<file path="src/rtl/fetch_unit.sv">
// fetch_unit: instruction fetch stage. Holds the PC, reads the combinational icache every cycle and queues {pc, instr} toward decode.
// Latency: the word at the PC is captured on the edge it is presented and is visible on out_* right after that edge; a redirect target appears 2 edges after the pulse.
// Backpressure: with out_ready low the 2-entry queue fills in 2 cycles, then the PC (and icache_addr) hold until decode pops.
//
// Ports:
//   clock, reset           - rising-edge clock, asynchronous active-low reset
//   icache_addr            - byte address to the icache (always the PC register)
//   icache_instr           - icache read data for icache_addr, same cycle
//   redirect_valid/_pc     - one-cycle PC change request from execute (pc[1:0] forced to 0)
//   out_valid/instr/pc     - head of the queue toward decode (instr/pc read 0 when empty)
//   out_ready              - decode accepts the head this cycle
//   halted                 - fetch stopped on an all-zero word or an out-of-range PC
module fetch_unit #(
  parameter logic [31:0] RESET_PC     = 32'h0000_0000,
  parameter int unsigned ICACHE_WORDS = 32
) (
  input  logic        clock,
  input  logic        reset,
  output logic [31:0] icache_addr,
  input  logic [31:0] icache_instr,
  input  logic        redirect_valid,
  input  logic [31:0] redirect_pc,
  output logic        out_valid,
  output logic [31:0] out_instr,
  output logic [31:0] out_pc,
  input  logic        out_ready,
  output logic        halted
);

  typedef enum logic {
    RUN  = 1'b0,
    HALT = 1'b1
  } state_t;

  typedef struct packed {
    logic [31:0] pc;
    logic [31:0] instr;
  } entry_t;

  // First byte address past the icache; 33 bits so a large depth cannot overflow.
  localparam logic [32:0] FETCH_LIMIT = 33'(4 * ICACHE_WORDS);

  state_t      state_q, state_d;
  logic [31:0] pc_q, pc_d;
  logic [1:0]  count_q, count_d;
  entry_t      queue_q [2];
  entry_t      queue_d [2];

  logic        pop;
  logic        slot_free;
  logic        fetch;
  logic        in_range;
  logic        end_marker;
  logic        push;
  logic        halt_hit;
  logic [1:0]  count_after_pop;

  // The low address bits of a redirect target are dropped by design.
  wire unused_redirect_lsb = &{1'b0, redirect_pc[1:0]};

  // ---------------------------------------------------------------------------
  // Fetch decisions
  // ---------------------------------------------------------------------------
  assign pop        = (count_q != 2'd0) && out_ready;
  // A full queue still accepts a new word when the head leaves this cycle.
  assign slot_free  = (count_q != 2'd2) || pop;
  assign fetch      = (state_q == RUN) && slot_free && !redirect_valid;
  assign in_range   = {1'b0, pc_q} < FETCH_LIMIT;
  assign end_marker = (icache_instr == 32'h0000_0000);
  assign push       = fetch && in_range && !end_marker;
  // A fetch that does not push is either the end marker or an out-of-range PC.
  assign halt_hit   = fetch && !push;

  // ---------------------------------------------------------------------------
  // State register
  // ---------------------------------------------------------------------------
  always_ff @(posedge clock or negedge reset) begin
    if (!reset) begin
      state_q    <= RUN;
      pc_q       <= RESET_PC;
      count_q    <= 2'd0;
      queue_q[0] <= '0;
      queue_q[1] <= '0;
    end else begin
      state_q    <= state_d;
      pc_q       <= pc_d;
      count_q    <= count_d;
      queue_q[0] <= queue_d[0];
      queue_q[1] <= queue_d[1];
    end
  end

  // ---------------------------------------------------------------------------
  // Next-state logic: FSM, PC and queue
  // ---------------------------------------------------------------------------
  always_comb begin
    state_d         = state_q;
    pc_d            = pc_q;
    count_d         = count_q;
    queue_d[0]      = queue_q[0];
    queue_d[1]      = queue_q[1];
    count_after_pop = count_q;

    if (redirect_valid) begin
      // Redirect wins over everything: a same-cycle pop is simply consumed,
      // the rest of the queue is discarded and fetch restarts at the target.
      state_d = RUN;
      pc_d    = {redirect_pc[31:2], 2'b00};
      count_d = 2'd0;
    end else begin
      case (state_q)
        RUN:     if (halt_hit) state_d = HALT;
        HALT:    state_d = HALT;
        default: state_d = RUN;
      endcase

      // Pop shifts the tail into the head; the push then lands in the first
      // free slot, which also covers push+pop on a full queue (count stays 2).
      if (pop) begin
        queue_d[0]      = queue_q[1];
        count_after_pop = count_q - 2'd1;
      end

      if (push) begin
        queue_d[count_after_pop[0]] = '{pc: pc_q, instr: icache_instr};
        count_d                     = count_after_pop + 2'd1;
        pc_d                        = pc_q + 32'd4;
      end else begin
        count_d = count_after_pop;
      end
    end
  end

  // ---------------------------------------------------------------------------
  // Outputs
  // ---------------------------------------------------------------------------
  assign icache_addr = pc_q;
  assign out_valid   = (count_q != 2'd0);
  assign out_instr   = out_valid ? queue_q[0].instr : 32'h0000_0000;
  assign out_pc      = out_valid ? queue_q[0].pc    : 32'h0000_0000;
  assign halted      = (state_q == HALT);

endmodule

</file>
<file path="config.mk">
export PLATFORM = sky130hd
export DESIGN_NAME = fetch_unit
export DESIGN_NICKNAME = d
export VERILOG_FILES = /design/src/rtl/fetch_unit.sv
export SDC_FILE = /design/constraint.sdc
export NUM_CORES = 1
export LEC_CHECK = 0
export ABC_AREA = 1
export CAP_MARGIN = 20
export CELL_PAD_IN_SITES_DETAIL_PLACEMENT = 0
export CELL_PAD_IN_SITES_GLOBAL_PLACEMENT = 1
export CORE_MARGIN = 2
export CORE_UTILIZATION = 25
export DETAILED_ROUTE_END_ITERATION = 10
export GPL_TIMING_DRIVEN = 0
export PLACE_DENSITY_LB_ADDON = 0.1
export SLEW_MARGIN = 20
export SYNTH_ARGS = -nofsm -noshare
export SYNTH_HDL_FRONTEND = slang
export SYNTH_SLANG_ARGS = --single-unit
</file>
<file path="constraint.sdc">
create_clock -name clock -period 2.6 [get_ports clock]
set_clock_uncertainty 0.05 [all_clocks]
set_input_delay 0.52 -clock clock [delete_from_list [all_inputs] [get_ports clock]]
set_output_delay 0.52 -clock clock [all_outputs]
set_load 0.1 [all_outputs]
</file>
==> results_dict.tcl <==
set metrics [dict create \
    status "finished, final reports clean" \
    clock.fmax_mhz 392 \
    nature_of_the_critical_path_endpoint "output port" \
    synth.top_cell.area_share 0.474 \
    cp_num_cells 1 \
    diodes_inserted 0 \
    dr_total_vias 7974 \
    synth.top_cells.by_area "sky130_fd_sc_hd__dfrtp_1 47%, sky130_fd_sc_hd__nand2_1 19%, sky130_fd_sc_hd__o21ai_0 8.2%, sky130_fd_sc_hd__inv_1 6.2%, sky130_fd_sc_hd__nor2_1 5.1%" \
    grt_start_max_net_pins 82 \
    critical_path_class "flip-flop to output port" \
    postSynthRegisterBits 159 \
    filler_cell_count 3652 \
    slew-limit-headroom 0.318 \
    area_of_the_multi_input_gates_um2 3570 \
    clk-insertion-delay-late_ns 0.44 \
    crit_fanout 3 \
    crit_path_cell_trace "clkdlybuf4s50_1" \
    die_y_um 187 \
    router_iterations_before_antenna_repair 4 \
    path_buf_inv 1 \
    numCtsBuffers 17 \
    syn-instance-count 1201 \
    fin_crit_sh 0.982 \
    count_of_boundary_i_o_pins 166 \
    fraction_of_final_layout_cells_sized_beyond_drive_strength_1 0.124 \
    tritoncts_clock_tree "yes" \
    yosysWarnings 0 \
    cellPowerDensity_nw_per_um2 649 \
    critical-path-max-stage-delay_ns 1.15 \
    synthesis.area_per_instance_um2 6.98 \
    placement.io_buffers 161 \
    postCtsHoldBufs 0 \
    tightest_slew_ns 1.02 \
    place_hpwl_um 20300 \
    synth_cell_types 25 \
    routabilityCongestion 0.747 \
    drtAntennaViolNets 0 \
    vdd.ir_drop.worst_mv 0.432 \
    post_cts.repair.setup_buffers 0 \
    cts_max_path_buffers 2 \
    mostFrequentLayoutCell "sky130_fd_sc_hd__nand2_1" \
    cell_at_the_slowest_stage_of_the_critical_path "sky130_fd_sc_hd__clkdlybuf4s50_1" \
    initial_antenna_violation_count 0 \
    synth_seq_area_share 0.474 \
    reg2reg_depth 9 \
    grt_pass1_wl_um 46600 \
    hp-class "input port to async pin" \
    tritoncts_num_sinks 159 \
    initial_core_utilization 0.252 \
    fin_total_pwr_uw 7420 \
    critPathTopFamily "buffers and inverters" \
    synthDominantAreaCellType "sky130_fd_sc_hd__dfrtp_1" \
    drc_errors 0 \
    wl_um 29300 \
    globalRoute.totalOverflow 0 \
    sequential_cell_area_um2 3980 \
    detailed_place.area_um2 10600 \
    utilization 0.344 \
    timing_hold_violations_final 0 \
    cts.root.buffer_cell "sky130_fd_sc_hd__clkbuf_16" \
    rsz0062_at_grt "yes" \
    worst_ep_required_ns 2.03 \
    dr.first_iter.drc_count 455 \
    path_clk_slew_ns 0.09 \
    leakagePower_uw 0.00556 \
    layout.nets 1454 \
    fp-row-count 67 \
    die_area_um2 35000 \
    cts_resized 436 \
    vias_in_the_first_global_route 7883 \
    floorplan.core_area_um2 33300 \
    vias_per_cell 4.32 \
    critical_path_arrival_ns 1.98 \
    grt.total_usage 0.170 \
    setup_viol 0 \
    final_cell_mix "426 x sky130_fd_sc_hd__nand2_1, 159 x sky130_fd_sc_hd__dfrtp_1, 139 x sky130_fd_sc_hd__inv_1, 138 x sky130_fd_sc_hd__o21ai_0, 98 x sky130_fd_sc_hd__nor2_1" \
    flow.area_growth_from_synthesis_pct 36.3 \
    maxCapViolations 0 \
    chipWidth_um 187 \
    critical_path.startpoint_type "flip-flop" \
    synth_cell_area_um2 8390 \
    final_max_tran_viols 0 \
    drt-wirelength-per-cell_um 15.9 \
    htree_num_levels 4 \
    stdcell_area_um2 11400 \
    post-route-min-period_ns 2.55 \
]
[registers in the layout (all words and copies together) (netlist names)]
name	flops
queue_q	126
halted	1
icache_addr	30
count_q	2
[area by class of cell]
| class | count | share of cell area |
|---|---|---|
| sequential | 159 | 0.348 |
| multi-input combinational | 823 | 0.312 |
| timing repair buffer | 162 | 0.154 |
| tap | 448 | 0.0490 |
| inverter | 141 | 0.0463 |
| clock buffer | 17 | 0.0372 |
| buffer | 79 | 0.0367 |
| clock inverter | 15 | 0.0167 |
[cells by family after synthesis]
group           share of synthesized area
buf+inv                             0.108
simple gates                        0.302
compound gates                      0.106
other cells                      0.000447
xor+xnor                          0.00418
fa+ha+maj                         0.00448
flops                               0.474
[cells in the mapped netlist]
master                       n
sky130_fd_sc_hd__xnor2_1     1
sky130_fd_sc_hd__nor2_4      1
sky130_fd_sc_hd__dfrtp_1   159
sky130_fd_sc_hd__o21ai_1    37
sky130_fd_sc_hd__buf_4       7
sky130_fd_sc_hd__a21oi_2     1
sky130_fd_sc_hd__nand4_1     2
sky130_fd_sc_hd__nand3_2     2
sky130_fd_sc_hd__inv_1     139
sky130_fd_sc_hd__buf_1       8
sky130_fd_sc_hd__nor2_1    115
sky130_fd_sc_hd__clkbuf_1   36
sky130_fd_sc_hd__buf_6       3
sky130_fd_sc_hd__nor2_2      1
sky130_fd_sc_hd__inv_2       2
sky130_fd_sc_hd__xor2_1      3
sky130_fd_sc_hd__ha_1        3
sky130_fd_sc_hd__buf_2      25
sky130_fd_sc_hd__nand2_1   426
sky130_fd_sc_hd__conb_1      1
sky130_fd_sc_hd__nor3_1      2
sky130_fd_sc_hd__a21oi_1     1
sky130_fd_sc_hd__o21ai_0   138
sky130_fd_sc_hd__nand2_2     4
sky130_fd_sc_hd__nand3_1    84
[path summary, 6_finish.rpt]
| kind | to | start | slack (ns) |
|---|---|---|---|
| hold reg to reg | queue_q[48] | queue_q[48] | 0.42 |
| min in group clock | queue_q[48] | queue_q[48] | 0.42 |
| setup / recovery | icache_addr[23] | icache_addr[23] | 0.05 |
| hold / removal | queue_q[77] | reset | 0.0002 |
| setup reg to reg | queue_q[110] | count_q[0] | 0.22 |
| max in group asynchronous | icache_addr[4] | reset | 1.59 |
[metal layers]
metal | vias to the layer above | part of all wire | track usage
met3 | 15 | 0.056 | 0.0424
li1 | 4063 | - | -
met1 | 3727 | 0.50 | 0.238
met2 | 169 | 0.44 | 0.264
met4 | 0 | 0.0098 | 0.0372
met5 | - | 0 | 0
[where the power goes]
part	total [µW]	leakage, µW	internal, µW	switching (µW)
clock network	2630	0.000291	1320	1320
registers	2800	0.00213	2690	108
logic	1990	0.00314	540	1450
[through the flow]
stage | hold WS (ns) | std cells | worst slack [ns] | setup TNS (ns)
floorplan | 0.174 | 1202 | -0.274 | -16.70
global placement | 0.399 | 1811 | -6.72 | -1153.68
detailed placement | 0.401 | 1812 | -1.31 | -90.22
CTS | 0.0397 | 1844 | -0.0173 | -0.0173
global route | 0.0481 | 1844 | -0.0220 | -0.0641
finish | 0.000164 | 1844 | 0.0475 | 0
Note: power is estimated with default switching activity, not from simulation.
